==> config.mk <==
export PLATFORM = sky130hd
export DESIGN_NAME = vga_text_label
export DESIGN_NICKNAME = d
export VERILOG_FILES = /design/src/rtl/vga_text_label.sv
export SDC_FILE = /design/constraint.sdc
export NUM_CORES = 1
export LEC_CHECK = 0
export CORE_UTILIZATION = 36
export DETAILED_ROUTE_END_ITERATION = 8
export PLACE_DENSITY = 0.6
export SYNTH_ARGS = -nofsm -noshare
export SYNTH_HDL_FRONTEND = slang
export SYNTH_SLANG_ARGS = --single-unit
==> constraint.sdc <==
create_clock -name CLK -period 13.1 [get_ports CLK]
set_clock_uncertainty 0.1 [all_clocks]
set_input_delay 1.965 -clock CLK [delete_from_list [all_inputs] [get_ports CLK]]
set_output_delay 1.965 -clock CLK [all_outputs]
set_load 0.02 [all_outputs]
==> src/rtl/vga_text_label.sv <==
// vga_text_label: overlays a short fixed-font text label on a VGA raster.
//
// Purpose: compares the current pixel coordinate against NCHAR character
// slots laid out horizontally from a programmable origin and produces a
// registered pixel-on flag, two clocks after the coordinate is presented.
//
// Ports:
//   CLK            pixel clock (only clock)
//   RESET          synchronous active-high reset
//   VGA_horzCoord  current pixel column (12 bits)
//   VGA_vertCoord  current pixel row (12 bits)
//   LBL_WR         write strobe: LBL_CODE -> slot LBL_IDX
//   LBL_IDX        slot index (indices >= NCHAR are ignored)
//   LBL_CODE       6-bit character code
//   POS_WR         origin write strobe
//   POS_X, POS_Y   new origin
//   BLINK          blink request (only used in the blink build)
//   CONDITION      registered pixel-on flag
//
// Build option: define VGA_LABEL_BLINK_EN to add a frame counter that blanks
// the label every other 2^BLINK_LOG2 frames while BLINK is high.
module vga_text_label #(
  parameter int NCHAR      = 4,
  parameter int SCALE_LOG2 = 0,
  parameter int CHAR_GAP   = 1,
  parameter int X0         = 208,
  parameter int Y0         = 940,
  parameter int BLINK_LOG2 = 5
) (
  input  logic        CLK,
  input  logic        RESET,
  input  logic [11:0] VGA_horzCoord,
  input  logic [11:0] VGA_vertCoord,
  input  logic        LBL_WR,
  input  logic [3:0]  LBL_IDX,
  input  logic [5:0]  LBL_CODE,
  input  logic        POS_WR,
  input  logic [11:0] POS_X,
  input  logic [11:0] POS_Y,
  input  logic        BLINK,
  output logic        CONDITION
);

  localparam int          PITCH   = (5 + CHAR_GAP) << SCALE_LOG2;
  localparam logic [12:0] GLYPH_W = 13'(5 << SCALE_LOG2);
  localparam logic [12:0] GLYPH_H = 13'(7 << SCALE_LOG2);

  // 5x7 font, row 0 first, bit 4 of each row is the leftmost column.
  function automatic logic [34:0] glyph(input logic [5:0] code);
    logic [34:0] g;
    case (code)
      6'd1:  g = {5'h0E, 5'h11, 5'h13, 5'h15, 5'h19, 5'h11, 5'h0E};
      6'd2:  g = {5'h04, 5'h0C, 5'h04, 5'h04, 5'h04, 5'h04, 5'h0E};
      6'd3:  g = {5'h0E, 5'h11, 5'h01, 5'h02, 5'h04, 5'h08, 5'h1F};
      6'd4:  g = {5'h1F, 5'h02, 5'h04, 5'h02, 5'h01, 5'h11, 5'h0E};
      6'd5:  g = {5'h02, 5'h06, 5'h0A, 5'h12, 5'h1F, 5'h02, 5'h02};
      6'd6:  g = {5'h1F, 5'h10, 5'h1E, 5'h01, 5'h01, 5'h11, 5'h0E};
      6'd7:  g = {5'h06, 5'h08, 5'h10, 5'h1E, 5'h11, 5'h11, 5'h0E};
      6'd8:  g = {5'h1F, 5'h01, 5'h02, 5'h04, 5'h08, 5'h08, 5'h08};
      6'd9:  g = {5'h0E, 5'h11, 5'h11, 5'h0E, 5'h11, 5'h11, 5'h0E};
      6'd10: g = {5'h0E, 5'h11, 5'h11, 5'h0F, 5'h01, 5'h02, 5'h0C};
      6'd11: g = {5'h0E, 5'h11, 5'h11, 5'h1F, 5'h11, 5'h11, 5'h11};
      6'd12: g = {5'h1E, 5'h11, 5'h11, 5'h1E, 5'h11, 5'h11, 5'h1E};
      6'd13: g = {5'h0E, 5'h11, 5'h10, 5'h10, 5'h10, 5'h11, 5'h0E};
      6'd14: g = {5'h1C, 5'h12, 5'h11, 5'h11, 5'h11, 5'h12, 5'h1C};
      6'd15: g = {5'h1F, 5'h10, 5'h10, 5'h1E, 5'h10, 5'h10, 5'h1F};
      6'd16: g = {5'h1F, 5'h10, 5'h10, 5'h1E, 5'h10, 5'h10, 5'h10};
      6'd17: g = {5'h0E, 5'h11, 5'h10, 5'h17, 5'h11, 5'h11, 5'h0F};
      6'd18: g = {5'h11, 5'h11, 5'h11, 5'h1F, 5'h11, 5'h11, 5'h11};
      6'd19: g = {5'h0E, 5'h04, 5'h04, 5'h04, 5'h04, 5'h04, 5'h0E};
      6'd20: g = {5'h07, 5'h02, 5'h02, 5'h02, 5'h02, 5'h12, 5'h0C};
      6'd21: g = {5'h11, 5'h12, 5'h14, 5'h18, 5'h14, 5'h12, 5'h11};
      6'd22: g = {5'h10, 5'h10, 5'h10, 5'h10, 5'h10, 5'h10, 5'h1F};
      6'd23: g = {5'h11, 5'h1B, 5'h15, 5'h15, 5'h11, 5'h11, 5'h11};
      6'd24: g = {5'h11, 5'h11, 5'h19, 5'h15, 5'h13, 5'h11, 5'h11};
      6'd25: g = {5'h0E, 5'h11, 5'h11, 5'h11, 5'h11, 5'h11, 5'h0E};
      6'd26: g = {5'h1E, 5'h11, 5'h11, 5'h1E, 5'h10, 5'h10, 5'h10};
      6'd27: g = {5'h0E, 5'h11, 5'h11, 5'h11, 5'h15, 5'h12, 5'h0D};
      6'd28: g = {5'h1E, 5'h11, 5'h11, 5'h1E, 5'h14, 5'h12, 5'h11};
      6'd29: g = {5'h0F, 5'h10, 5'h10, 5'h0E, 5'h01, 5'h01, 5'h1E};
      6'd30: g = {5'h1F, 5'h04, 5'h04, 5'h04, 5'h04, 5'h04, 5'h04};
      6'd31: g = {5'h11, 5'h11, 5'h11, 5'h11, 5'h11, 5'h11, 5'h0E};
      6'd32: g = {5'h11, 5'h11, 5'h11, 5'h11, 5'h11, 5'h0A, 5'h04};
      6'd33: g = {5'h11, 5'h11, 5'h11, 5'h15, 5'h15, 5'h15, 5'h0A};
      6'd34: g = {5'h11, 5'h11, 5'h0A, 5'h04, 5'h0A, 5'h11, 5'h11};
      6'd35: g = {5'h11, 5'h11, 5'h11, 5'h0A, 5'h04, 5'h04, 5'h04};
      6'd36: g = {5'h1F, 5'h01, 5'h02, 5'h04, 5'h08, 5'h10, 5'h1F};
      6'd37: g = {5'h00, 5'h00, 5'h00, 5'h00, 5'h00, 5'h0C, 5'h0C};
      6'd38: g = {5'h00, 5'h00, 5'h00, 5'h1F, 5'h00, 5'h00, 5'h00};
      6'd39: g = {5'h00, 5'h0C, 5'h0C, 5'h00, 5'h0C, 5'h0C, 5'h00};
      default: g = '0;
    endcase
    return g;
  endfunction

  logic [11:0] pos_x_q, pos_y_q;
  logic [5:0]  code_q [NCHAR];
  logic        s1_hit_q, s1_hit_d;
  logic [5:0]  s1_code_q, s1_code_d;
  logic [2:0]  s1_row_q, s1_row_d;
  logic [2:0]  s1_col_q, s1_col_d;
  logic        cond_q, cond_d;

  // All bounds are 13 bits wide so a glyph running past column 4095 is
  // simply cut off instead of wrapping back to column 0.
  logic [12:0] x13, y13, px13, py13, dy, lo, dx;
  logic        hit_x, hit_y;

  assign x13   = {1'b0, VGA_horzCoord};
  assign y13   = {1'b0, VGA_vertCoord};
  assign px13  = {1'b0, pos_x_q};
  assign py13  = {1'b0, pos_y_q};
  assign dy    = y13 - py13;
  assign hit_y = (y13 >= py13) && (dy < GLYPH_H);

  always_comb begin
    hit_x     = 1'b0;
    s1_code_d = '0;
    s1_col_d  = '0;
    lo        = '0;
    dx        = '0;
    for (int k = 0; k < NCHAR; k++) begin
      lo = px13 + 13'(k * PITCH);
      dx = x13 - lo;
      if ((x13 >= lo) && (dx < GLYPH_W)) begin
        hit_x     = 1'b1;
        s1_code_d = code_q[k];
        s1_col_d  = 3'(dx >> SCALE_LOG2);
      end
    end
    s1_hit_d = hit_x && hit_y;
    s1_row_d = hit_y ? 3'(dy >> SCALE_LOG2) : 3'd0;
  end

  // Stage 2 glyph lookup. Stage 1 captures the slot's code rather than its
  // index, so a label write landing while a pixel is in flight cannot
  // change what that pixel shows.
  logic [34:0] glyph_bits;
  logic [4:0]  row_bits;
  logic        pix;

  always_comb begin
    glyph_bits = glyph(s1_code_q);
    case (s1_row_q)
      3'd0:    row_bits = glyph_bits[34:30];
      3'd1:    row_bits = glyph_bits[29:25];
      3'd2:    row_bits = glyph_bits[24:20];
      3'd3:    row_bits = glyph_bits[19:15];
      3'd4:    row_bits = glyph_bits[14:10];
      3'd5:    row_bits = glyph_bits[9:5];
      3'd6:    row_bits = glyph_bits[4:0];
      default: row_bits = '0;
    endcase
    pix = (s1_col_q < 3'd5) ? row_bits[3'd4 - s1_col_q] : 1'b0;
  end

`ifdef VGA_LABEL_BLINK_EN
  logic [BLINK_LOG2:0] frame_q;
  logic                s1_blank_q;

  // Frame count advances on the (0,0) pixel; the blank decision travels
  // through stage 1 alongside the coordinate it belongs to.
  always_ff @(posedge CLK) begin
    if (RESET) begin
      frame_q    <= '0;
      s1_blank_q <= 1'b0;
    end else begin
      if ((VGA_horzCoord == 12'd0) && (VGA_vertCoord == 12'd0))
        frame_q <= frame_q + (BLINK_LOG2 + 1)'(1);
      s1_blank_q <= BLINK & frame_q[BLINK_LOG2];
    end
  end

  assign cond_d = s1_hit_q & pix & ~s1_blank_q;
`else
  logic unused_blink;
  assign unused_blink = BLINK;
  assign cond_d       = s1_hit_q & pix;
`endif

  always_ff @(posedge CLK) begin
    if (RESET) begin
      pos_x_q   <= 12'(X0);
      pos_y_q   <= 12'(Y0);
      for (int k = 0; k < NCHAR; k++) code_q[k] <= '0;
      s1_hit_q  <= 1'b0;
      s1_code_q <= '0;
      s1_row_q  <= '0;
      s1_col_q  <= '0;
      cond_q    <= 1'b0;
    end else begin
      if (POS_WR) begin
        pos_x_q <= POS_X;
        pos_y_q <= POS_Y;
      end
      for (int k = 0; k < NCHAR; k++)
        if (LBL_WR && (LBL_IDX == 4'(k))) code_q[k] <= LBL_CODE;
      s1_hit_q  <= s1_hit_d;
      s1_code_q <= s1_code_d;
      s1_row_q  <= s1_row_d;
      s1_col_q  <= s1_col_d;
      cond_q    <= cond_d;
    end
  end

  assign CONDITION = cond_q;

endmodule

==> out/qor.txt, run 1 <==
Fillers: 2573
Library cells used by synthesis: 108
Detailed placement HPWL: 21900 um
Antenna cells: 0
Most used flip-flop cell after synthesis: sky130_fd_sc_hd__dfxtp_1
Cell count of the worst reg-to-reg path: 22
Post-route total power: 858 uW
Maximum fanout count along the critical path: 14
Global-route usage over all layers: 22.1%
Largest net degree at the start of global routing: 51
Most common cell after layout, fill and taps aside: sky130_fd_sc_hd__nor2_1
Multi-input gate area: 6540 sq um
Count of placed standard cells including taps: 1513
Measured slew at the worst slew-check pin: 0.856 ns
Final-report hold violation count: 0
Clock-pin slew on the worst setup and hold paths: 0.08 ns
Total gr overflow: 0
Clock net sink count: 91
Internal portion of total power: 565 uW
# port buffers: 62
Share of synthesized flip-flops with an asynchronous set or reset: 0%
Class of the worst hold path: reg2reg
Cell area power density: 83.3 nW/um^2
R2r setup slk: 6.16 ns
Seq. cell area: 2060 sq um
Via count of the first global-routing pass: 8391
Fin area: 10300 sq um
DRC: 0
Relative area change from synthesis to final layout: 11.8%
Boundary Pins: 64
Die Span X: 162 um
Detailed-route wire length: 28800 um
Synth Register Bits: 91
Combinational fraction of design power: 32.4%
Dominant cells by area after synthesis: sky130_fd_sc_hd__dfxtp_1 (15%), sky130_fd_sc_hd__ha_1 (9.6%), sky130_fd_sc_hd__edfxtp_1 (7.8%)
Filler-free cell count of the finished design: 1529
Slew Limit Headroom: 42.8%
Share of the cycle needed by the critical path after routing: 60.6%
Final Net Count: 1331
Share of power burned in registers: 35.8%
Number of instances in the synthesized netlist: 1176
Final worst setup slack: 5.17 ns
Max-capacitance violation count: 0
Mean post-synth cell area: 7.84 sq um
Worst reg2reg path startpoint: pos_x_q[1]$_SDFFE_PP0P_
H-tree levels: 3
Area of placed instances: 10000 sq um
Starting utilization of the core area: 36.6%
Number of cell rows: 58
Placeable core region: 25200 sq um
Source-to-sink clock delay at the later pin of the worst-skew pair: 0.35 ns
Run status: finished, final reports clean
Routability Congestion: 0.961
Wire length of the first global-routing pass: 46100 um
Die span in y: 162 um
Yosys top cell by area: sky130_fd_sc_hd__dfxtp_1
Proportion of layout cells with a drive suffix above 1: 6.92%
Sequential fraction of the synthesis area: 22.4%
Warning count from the yosys run: 0
Number of enable-type register cells in the synthesized netlist: 24
Worst setup timing slack at the placement stage: 5.03 ns
Via count: 8963
Maximum clock insertion buffer count: 2
Category of the most critical setup path: in2reg
Summed instance area of the synthesized netlist: 9220 sq um
Switching power: 293 uW
Die ar.: 26300 sq um
Root buffer cell: sky130_fd_sc_hd__clkbuf_16
TritonCTS clock tree: yes
Clock network power share: 31.8%
Initial drt markers: 933
Final total negative setup slack: 0 ns
Setup-failing EPs final: 0
Antenna violation net count after detailed routing: 0
Routed via count divided by cell count: 5.86
Fraction of post-synthesis cell area in the top cell type by area: 14.5%
Worst setup path startpoint: VGA_horzCoord[0]
Standby leakage power: 3.92 nW
Number of instances on the worst hold path: 2
Number of antenna violations at the first check in global routing: 0
Post-CTS setup-driven buffer insertion count: 0
Tmin final: 7.93 ns
Data arrival, critical path: 8.01 ns
Final worst hold slack: 0.385 ns
Max-slew violation count: 0
Leading cell types in the layout, fill and taps excluded: sky130_fd_sc_hd__nor2_1 (124), sky130_fd_sc_hd__nand2_1 (88), sky130_fd_sc_hd__a21oi_1 (76)
Number of nets produced by synthesis: 1313
CTS buffer count: 9
Detailed-route wire length per cell: 18.8 um
Finished Core Util: 40.9%
Startpoint of the worst hold path: pos_y_q[3]$_SDFFE_PP1P_
Setup crit start kind: primary input
Achievable Freq: 0.126 GHz
Gates resized, CTS repair: 0
Worst VDD drop: 0.0606 mV
CTS Hold Buffers Added: 0
Unrepaired setup endpoints after global routing: false
First drt pass iteration count: 7
Critical path capture point type: flop
Critical path required time: 13.18 ns
Net switching fraction of the power: 34.1%
-- final cells by class --
class	count	area share, %
Clock buffer	9	2.18
Clock inverter	7	0.813
Inverter	75	2.85
Multi-Input combinational cell	946	63.5
Sequential cell	91	20.0
Tap cell	330	4.00
Timing Repair Buffer	71	6.67
-- cells by family (layout without fill, tap and decap cells) --
| group | count (synthesis) | in the layout | synth area share (%) |
|---|---|---|---|
| mux | 42 | 42 | 4.80 |
| simple gates | 419 | 419 | 23.1 |
| xor+xnor | 42 | 42 | 4.07 |
| flops | 91 | 91 | 22.4 |
| compound gates | 369 | 369 | 28.7 |
| buf+inv | 139 | 162 | 6.70 |
| fa+ha+maj | 74 | 74 | 10.3 |
-- worst max-delay path, cell delays in order --
cell and delay [ns]:
sky130_fd_sc_hd__clkdlybuf4s50_1 0.47, sky130_fd_sc_hd__inv_1 0.04, sky130_fd_sc_hd__ha_1 0.30, sky130_fd_sc_hd__fa_1 0.52, sky130_fd_sc_hd__xor2_1 0.36, sky130_fd_sc_hd__nor2_1 0.17
sky130_fd_sc_hd__a221o_1 0.29, sky130_fd_sc_hd__nor4_1 0.19, sky130_fd_sc_hd__nand4_1 0.34, sky130_fd_sc_hd__or4b_1 0.85, sky130_fd_sc_hd__mux2i_1 0.29, sky130_fd_sc_hd__a21o_1 0.14
sky130_fd_sc_hd__a21o_1 0.38, sky130_fd_sc_hd__inv_1 0.29, sky130_fd_sc_hd__ha_1 0.48, sky130_fd_sc_hd__nor2_1 0.26, sky130_fd_sc_hd__o21ai_1 0.09, sky130_fd_sc_hd__a311oi_1 0.39
sky130_fd_sc_hd__o31ai_1 0.17
-- power groups by stage --
| stage | Clock, mW | Combinational [mW] | Sequential, mW |
|---|---|---|---|
| CTS | 0.278 | 0.273 | 0.307 |
| finish | 0.273 | 0.278 | 0.307 |
| detailed placement | 0 | 0.271 | 0.313 |
| global route | 0.290 | 0.306 | 0.308 |
| global placement | 0 | 0.270 | 0.313 |
| floorplan | 0 | 0.200 | 0.308 |
-- worst paths after layout --
path | to
max | glyph_bits[5]$_DFF_P_
min | pos_y_q[3]$_SDFFE_PP1P_
max reg2reg | glyph_bits[5]$_DFF_P_
min reg2reg | pos_y_q[3]$_SDFFE_PP1P_
-- state kept, by name, summed over array words and instances, names as in the netlist --
register	count
s1_row_q	3
CONDITION	1
s1_hit_q	1
glyph_bits	35
pos_x_q	12
code_q	24
s1_col_q	3
pos_y_q	12
-- synth_stat cells, types with 14 or more instances --
master / n
sky130_fd_sc_hd__o211ai_1: 26
sky130_fd_sc_hd__mux2i_1: 33
sky130_fd_sc_hd__o21ai_0: 68
sky130_fd_sc_hd__a211oi_1: 18
sky130_fd_sc_hd__buf_2: 28
sky130_fd_sc_hd__clkbuf_1: 25
sky130_fd_sc_hd__nand3_1: 31
sky130_fd_sc_hd__edfxtp_1: 24
sky130_fd_sc_hd__ha_1: 71
sky130_fd_sc_hd__nor2_1: 124
sky130_fd_sc_hd__xnor2_1: 33
sky130_fd_sc_hd__nor3_1: 35
sky130_fd_sc_hd__and2_1: 35
sky130_fd_sc_hd__a21oi_1: 76
sky130_fd_sc_hd__nand2_1: 88
sky130_fd_sc_hd__a21o_1: 14
sky130_fd_sc_hd__inv_1: 70
sky130_fd_sc_hd__dfxtp_1: 67
-- layer usage --
metal	track usage (%)	wire length [um]
met5	0	0
met4	7.16	593
met3	2.20	1990
met2	33.8	12500
met1	32.2	13700
Power figures use the tool's default switching activity.
==> run 2: changes to the inputs <==
==> constraint.sdc (replaced) <==
create_clock -name CLK -period 8.3 [get_ports CLK]
set_clock_uncertainty 0.1 [all_clocks]
set_input_delay 1.245 -clock CLK [delete_from_list [all_inputs] [get_ports CLK]]
set_output_delay 1.245 -clock CLK [all_outputs]
set_load 0.02 [all_outputs]
==> run 2 against run 1 <==
  * Critical path type unchanged
  * Hold slack barely moved
  * Via count up 1.3%
  * Critical path depth down 1
==> out/qor.txt, run 2 (synthesis gave the netlist of run 1 again) <==
Global-route usage over all layers: 22.9% (+0.79 points)
CTS Hold Buffers Added: 0 (unchanged)
Final Net Count: 1335 (+0.30%)
Gates resized, CTS repair: 0 (unchanged)
Max-capacitance violation count: 0 (unchanged)
Clock net sink count: 91 (unchanged)
Boundary Pins: 64 (unchanged)
Area of placed instances: 10000 sq um (+0.30%)
Tmin final: 6.97 ns
Post-CTS setup-driven buffer insertion count: 0 (unchanged)
Fillers: 2586 (+0.51%)
Max-slew violation count: 0 (unchanged)
Leading cell types in the layout, fill and taps excluded: sky130_fd_sc_hd__nor2_1 (124), sky130_fd_sc_hd__nand2_1 (88), sky130_fd_sc_hd__a21oi_1 (76)
Routability Congestion: 0.991 (+3.1%)
Largest net degree at the start of global routing: 50 (-2.0%)
Achievable Freq: 0.144 GHz
Final total negative setup slack: 0 ns (unchanged)
Source-to-sink clock delay at the later pin of the worst-skew pair: 0.36 ns (about the same)
Fin area: 10300 sq um (about the same)
Final-report hold violation count: 0 (unchanged)
Die ar.: 26300 sq um (unchanged)
Antenna cells: 0 (unchanged)
CTS buffer count: 9 (unchanged)
Routed via count divided by cell count: 5.92 (+1.0%)
Final worst setup slack: 1.33 ns (-3.83 ns)
TritonCTS clock tree: yes
Share of the cycle needed by the critical path after routing: 83.9%
Number of cell rows: 58 (unchanged)
Worst VDD drop: 0.0882 mV (+45%)
Measured slew at the worst slew-check pin: 0.866 ns (+0.00963 ns)
Data arrival, critical path: 7.06 ns (-0.95 ns)
# port buffers: 62 (unchanged)
Wire length of the first global-routing pass: 47400 um (+2.9%)
Max FFs per register: 35 (unchanged)
Placeable core region: 25200 sq um (unchanged)
Slew Limit Headroom: 42.2% (-0.64 points)
Detailed-route wire length: 29400 um (+2.2%)
Die Span X: 162 um (unchanged)
Clock-pin slew on the worst setup and hold paths: 0.07 ns (about the same)
Total gr overflow: 0 (unchanged)
Relative area change from synthesis to final layout: 11.7% (about the same)
Setup-failing EPs final: 0 (unchanged)
Via count of the first global-routing pass: 8628 (+2.8%)
Maximum fanout count along the critical path: 17 (+3)
Root buffer cell: sky130_fd_sc_hd__clkbuf_16
Starting utilization of the core area: 36.6% (unchanged)
Antenna violation net count after detailed routing: 0 (unchanged)
Die span in y: 162 um (unchanged)
Run status: finished, final reports clean
Unrepaired setup endpoints after global routing: false
Post-route total power: 1.30 mW (+52%)
Initial drt markers: 905 (-3.0%)
Detailed placement HPWL: 22600 um (+3.3%)
Critical path required time: 8.40 ns (-4.78 ns)
Maximum clock insertion buffer count: 2 (unchanged)
First drt pass iteration count: 7 (unchanged)
Standby leakage power: 3.93 nW (+0.24%)
Class of the worst hold path: reg2reg
Via count: 9079 (+1.3%)
DRC: 0 (unchanged)
Setup crit start kind: primary input
Proportion of layout cells with a drive suffix above 1: 7.07% (+0.14 points)
Worst setup timing slack at the placement stage: 1.16 ns (-3.87 ns)
Category of the most critical setup path: in2reg
Critical path capture point type: flop
H-tree levels: 3 (unchanged)
Cell area power density: 127 nW/um^2 (+52%)
Number of antenna violations at the first check in global routing: 0 (unchanged)
Detailed-route wire length per cell: 19.2 um (+1.9%)
Most common cell after layout, fill and taps aside: sky130_fd_sc_hd__nor2_1
Finished Core Util: 40.9% (about the same)
[run 2: metrics by stage]
| step | instances | hold WS [ns] |
|---|---|---|
| floorplan | 1176 | 0.332 |
| global placement | 1517 | 0.376 |
| detailed placement | 1517 | 0.378 |
| CTS | 1533 | 0.389 |
| global route | 1533 | 0.411 |
| finish | 1533 | 0.386 |
[run 2: report_power, final]
group          switching (mW)  internal, mW
Combinational           0.258         0.182
Sequential             0.0144         0.471
Clock                   0.176         0.203
[run 2: worst paths after layout]
path | start | endpoint | slack, ns | cells past startpoint
worst max register to register | pos_x_q[1]$_SDFFE_PP0P_ | glyph_bits[15]$_DFF_P_ | 1.39 | 21
worst max-delay path | VGA_horzCoord[0] | glyph_bits[15]$_DFF_P_ | 1.33 | 18
worst min-delay path | pos_y_q[9]$_SDFFE_PP1P_ | pos_y_q[9]$_SDFFE_PP1P_ | 0.39 | 2
worst min register to register | pos_y_q[9]$_SDFFE_PP1P_ | pos_y_q[9]$_SDFFE_PP1P_ | 0.39 | 2
[run 2: layer usage]
metal	vias to the layer above	part of all wire, %	wire, um	track usage (%)
met5	-	0	0	0
met4	0	2.8	831	8.62
met3	65	6.5	1920	2.81
met2	379	44	12900	35.7
met1	4251	47	13800	32.1
li1	4384	-	-	-
[run 2: critical path, cell delays in order]
cell and delay [ns]:
sky130_fd_sc_hd__clkdlybuf4s50_1 0.45, sky130_fd_sc_hd__inv_1 0.04, sky130_fd_sc_hd__ha_1 0.31, sky130_fd_sc_hd__fa_1 0.65, sky130_fd_sc_hd__and2_1 0.24, sky130_fd_sc_hd__nor2_1 0.08
sky130_fd_sc_hd__a221o_1 0.27, sky130_fd_sc_hd__nor4_1 0.18, sky130_fd_sc_hd__nand4_1 0.34, sky130_fd_sc_hd__or4b_1 0.86, sky130_fd_sc_hd__nand4_1 0.19, sky130_fd_sc_hd__o31a_1 0.57
sky130_fd_sc_hd__clkinv_8 0.23, sky130_fd_sc_hd__ha_1 0.40, sky130_fd_sc_hd__nor2_1 0.35, sky130_fd_sc_hd__nor3_1 0.09, sky130_fd_sc_hd__o21ai_0 0.37, sky130_fd_sc_hd__o211ai_1 0.16
[run 2: cell type report]
class	instances	area (sq um)	area share, %
multi-input combinational	946	6540	63.5
sequential	91	2060	20.0
timing repair buffer	75	718	6.97
tap	330	413	4.01
inverter	75	294	2.85
clock buffer	10	229	2.22
clock inverter	6	40.0	0.389
==> run 3: changes to the inputs <==
--- a/config.mk
+++ b/config.mk
@@ -7,7 +7,7 @@
 export LEC_CHECK = 0
 export CORE_UTILIZATION = 36
 export DETAILED_ROUTE_END_ITERATION = 8
-export PLACE_DENSITY = 0.6
+export PLACE_DENSITY = 0.62
 export SYNTH_ARGS = -nofsm -noshare
 export SYNTH_HDL_FRONTEND = slang
 export SYNTH_SLANG_ARGS = --single-unit
==> constraint.sdc (replaced) <==
create_clock -name CLK -period 5.91 [get_ports CLK]
set_clock_uncertainty 0.1 [all_clocks]
set_input_delay 0.8865 -clock CLK [delete_from_list [all_inputs] [get_ports CLK]]
set_output_delay 0.8865 -clock CLK [all_outputs]
set_load 0.02 [all_outputs]
==> run 3 against run 2 <==
  * Via count up 4.5%
  * Critical path depth up 4
  * Final cell count up 8.2%
  * Design area up 10%
  * Die area unchanged
  * Power up 46%
  * Hold slack better by 0.0067 ns
  * Highest routed layer unchanged
==> out/qor.txt, run 3 (synthesis gave the netlist of run 1 again) <==
Wire length of the first global-routing pass: 47500 um (+0.15%)
DRC: 0 (unchanged)
Relative area change from synthesis to final layout: 23.3%
Die span in y: 162 um (unchanged)
Share of the cycle needed by the critical path after routing: 98.5%
Antenna cells: 0 (unchanged)
Max-slew violation count: 0 (unchanged)
Worst Hold Endpoint: pos_y_q[3]$_SDFFE_PP1P_
Achievable Freq: 0.172 GHz
Clock net sink count: 91 (unchanged)
Maximum fanout count along the critical path: 5 (-12)
Source-to-sink clock delay at the later pin of the worst-skew pair: 0.35 ns (about the same)
Maximum clock insertion buffer count: 2 (unchanged)
Capture instance of the worst register-to-register path: glyph_bits[10]$_DFF_P_
Boundary Pins: 64 (unchanged)
Final total negative setup slack: 0 ns (unchanged)
Critical path required time: 6.10 ns (-2.30 ns)
Standby leakage power: 4.56 nW (+16%)
Leading cell types in the layout, fill and taps excluded: sky130_fd_sc_hd__buf_4 (132), sky130_fd_sc_hd__nor2_1 (123), sky130_fd_sc_hd__nand2_1 (88)
Die Span X: 162 um (unchanged)
Worst VDD drop: 0.132 mV (+50%)
Detailed-route wire length: 30600 um (+3.9%)
First drt pass iteration count: 6 (-1)
Detailed placement HPWL: 24000 um (+6.3%)
Worst reg2reg path startpoint: pos_x_q[1]$_SDFFE_PP0P_
Initial drt markers: 973 (+7.5%)
Critical path capture point type: flop
Die ar.: 26300 sq um (unchanged)
Measured slew at the worst slew-check pin: 0.728 ns (-0.137 ns)
Final worst hold slack: 0.392 ns (+0.00667 ns)
Cell count of the worst reg-to-reg path: 25 (+19%)
Tmin final: 5.82 ns
Data arrival, critical path: 6.01 ns (-1.05 ns)
Most common cell after layout, fill and taps aside: sky130_fd_sc_hd__buf_4
CTS buffer count: 9 (unchanged)
Final-report hold violation count: 0 (unchanged)
Setup-failing EPs final: 0 (unchanged)
H-tree levels: 3 (unchanged)
Detailed-route wire length per cell: 18.4 um (-4.0%)
Clock-pin slew on the worst setup and hold paths: 0.07 ns (about the same)
Proportion of layout cells with a drive suffix above 1: 16.7% (+9.7 points)
Via count of the first global-routing pass: 8843 (+2.5%)
Via count: 9491 (+4.5%)
Startpoint of the worst hold path: pos_y_q[3]$_SDFFE_PP1P_
# port buffers: 62 (unchanged)
Number of antenna violations at the first check in global routing: 0 (unchanged)
Run status: finished, final reports clean
Starting utilization of the core area: 36.6% (unchanged)
TritonCTS clock tree: yes
Number of instances on the worst hold path: 2 (unchanged)
CTS Hold Buffers Added: 0 (unchanged)
Placeable core region: 25200 sq um (unchanged)
Max-capacitance violation count: 0 (unchanged)
Total gr overflow: 0 (unchanged)
Cell area power density: 168 nW/um^2 (+33%)
Slew Limit Headroom: 51.3% (+9.1 points)
Setup crit start kind: primary input
Routed via count divided by cell count: 5.72 (-3.3%)
Category of the most critical setup path: in2reg
Global-route usage over all layers: 23.0% (+0.098 points)
Max FFs per register: 35 (unchanged)
R2r setup slk: 0.17 ns (-1.22 ns)
Antenna violation net count after detailed routing: 0 (unchanged)
Root buffer cell: sky130_fd_sc_hd__clkbuf_16
Number of cell rows: 58 (unchanged)
Class of the worst hold path: reg2reg
Largest net degree at the start of global routing: 34 (-32%)
Final Net Count: 1460 (+9.4%)
Routability Congestion: 1.02 (+3.0%)
-- run 3: cell count changes in the layout (fill, tap and decap cells not counted), moves of 2 or more --
cell                         before  now
sky130_fd_sc_hd__buf_4           13  132
sky130_fd_sc_hd__buf_12           0    6
sky130_fd_sc_hd__clkinvlp_4       0    3
sky130_fd_sc_hd__clkinv_2         2    0
sky130_fd_sc_hd__ha_1            71   69
sky130_fd_sc_hd__ha_2             0    2
sky130_fd_sc_hd__inv_8            0    2
sky130_fd_sc_hd__nor4_1          11    9
sky130_fd_sc_hd__nor4_2           2    4
-- run 3: per-layer routing --
layer / share of wire (%) / track usage [%] / routed length (um)
met5: 0 / 0 / 0
met1: 46 / 31.4 / 14200
met4: 2.4 / 8.06 / 743
met2: 45 / 36.9 / 13600
met3: 6.7 / 3.17 / 2040
-- run 3: worst max-delay path: stages --
cell and delay, ns:
sky130_fd_sc_hd__clkdlybuf4s50_1 0.46, sky130_fd_sc_hd__inv_1 0.04, sky130_fd_sc_hd__ha_2 0.23, sky130_fd_sc_hd__fa_1 0.62, sky130_fd_sc_hd__and2_1 0.21, sky130_fd_sc_hd__nor2_1 0.07, sky130_fd_sc_hd__a221o_1 0.28, sky130_fd_sc_hd__nor4_2 0.30
sky130_fd_sc_hd__nand4_1 0.18, sky130_fd_sc_hd__or4b_1 0.54, sky130_fd_sc_hd__buf_4 0.19, sky130_fd_sc_hd__o221a_1 0.22, sky130_fd_sc_hd__o31a_1 0.37, sky130_fd_sc_hd__buf_12 0.17, sky130_fd_sc_hd__clkinv_8 0.04, sky130_fd_sc_hd__ha_2 0.22
sky130_fd_sc_hd__buf_4 0.16, sky130_fd_sc_hd__clkinvlp_4 0.15, sky130_fd_sc_hd__mux2i_1 0.16, sky130_fd_sc_hd__o21ai_0 0.09, sky130_fd_sc_hd__a211o_1 0.33, sky130_fd_sc_hd__nand2_1 0.07
-- run 3: timing repair --
| action | 4_1_cts | 5_1_grt |
|---|---|---|
| resized for setup | 0 | 11 |
| endpoints found under the hold margin | 0 | 0 |
| endpoints found under the setup margin | 0 | 21 |
| buffers inserted | 0 | 6 |
-- run 3: worst max-delay path by stage --
stage / from / to / slack, ns / cells past startpoint
after floorplan: pos_x_q[1]$_SDFFE_PP0P_ / glyph_bits[10]$_DFF_P_ / 0.55 / 26
after global placement: VGA_horzCoord[0] / glyph_bits[12]$_DFF_P_ / -0.07 / 21
after detailed placement: VGA_horzCoord[0] / glyph_bits[5]$_DFF_P_ / -0.13 / 21
after CTS: pos_x_q[2]$_SDFFE_PP0P_ / glyph_bits[5]$_DFF_P_ / 0.11 / 24
after global routing: pos_x_q[1]$_SDFFE_PP0P_ / glyph_bits[10]$_DFF_P_ / -0.05 / 25
final: VGA_horzCoord[0] / glyph_bits[10]$_DFF_P_ / 0.09 / 22
-- run 3: where the power goes --
group	switching (mW)	total [mW]	internal [mW]
clock	0.266	0.558	0.292
combinational	0.378	0.677	0.300
sequential	0.0142	0.675	0.661
total	0.658	1.91	1.25
-- run 3: per-stage QoR --
| step | worst slack (ns) | instances | utilization [%] | total power, mW | area, sq um |
|---|---|---|---|---|---|
| final | 0.0911 | 1658 | 45.2 | 1.91 | 11400 |
| after global routing | -0.0550 | 1658 | 45.2 | 2.00 | 11400 |
| after CTS | 0.114 | 1652 | 44.8 | 1.90 | 11300 |
| after detailed placement | -0.126 | 1636 | 43.7 | 1.34 | 11000 |
| after global placement | -0.0728 | 1636 | 43.7 | 1.34 | 11000 |
| after floorplan | 0.552 | 1176 | - | 1.13 | 9220 |
-- run 3: area by class of cell --
type / count / area (sq um)
clock buffers: 9 / 225
clock inverters: 7 / 60.1
fillers: 2488 / 13800
inverters: 75 / 298
multi-input cells: 946 / 6590
flip-flops and latches: 91 / 2060
well taps: 330 / 413
repair buffers: 200 / 1730
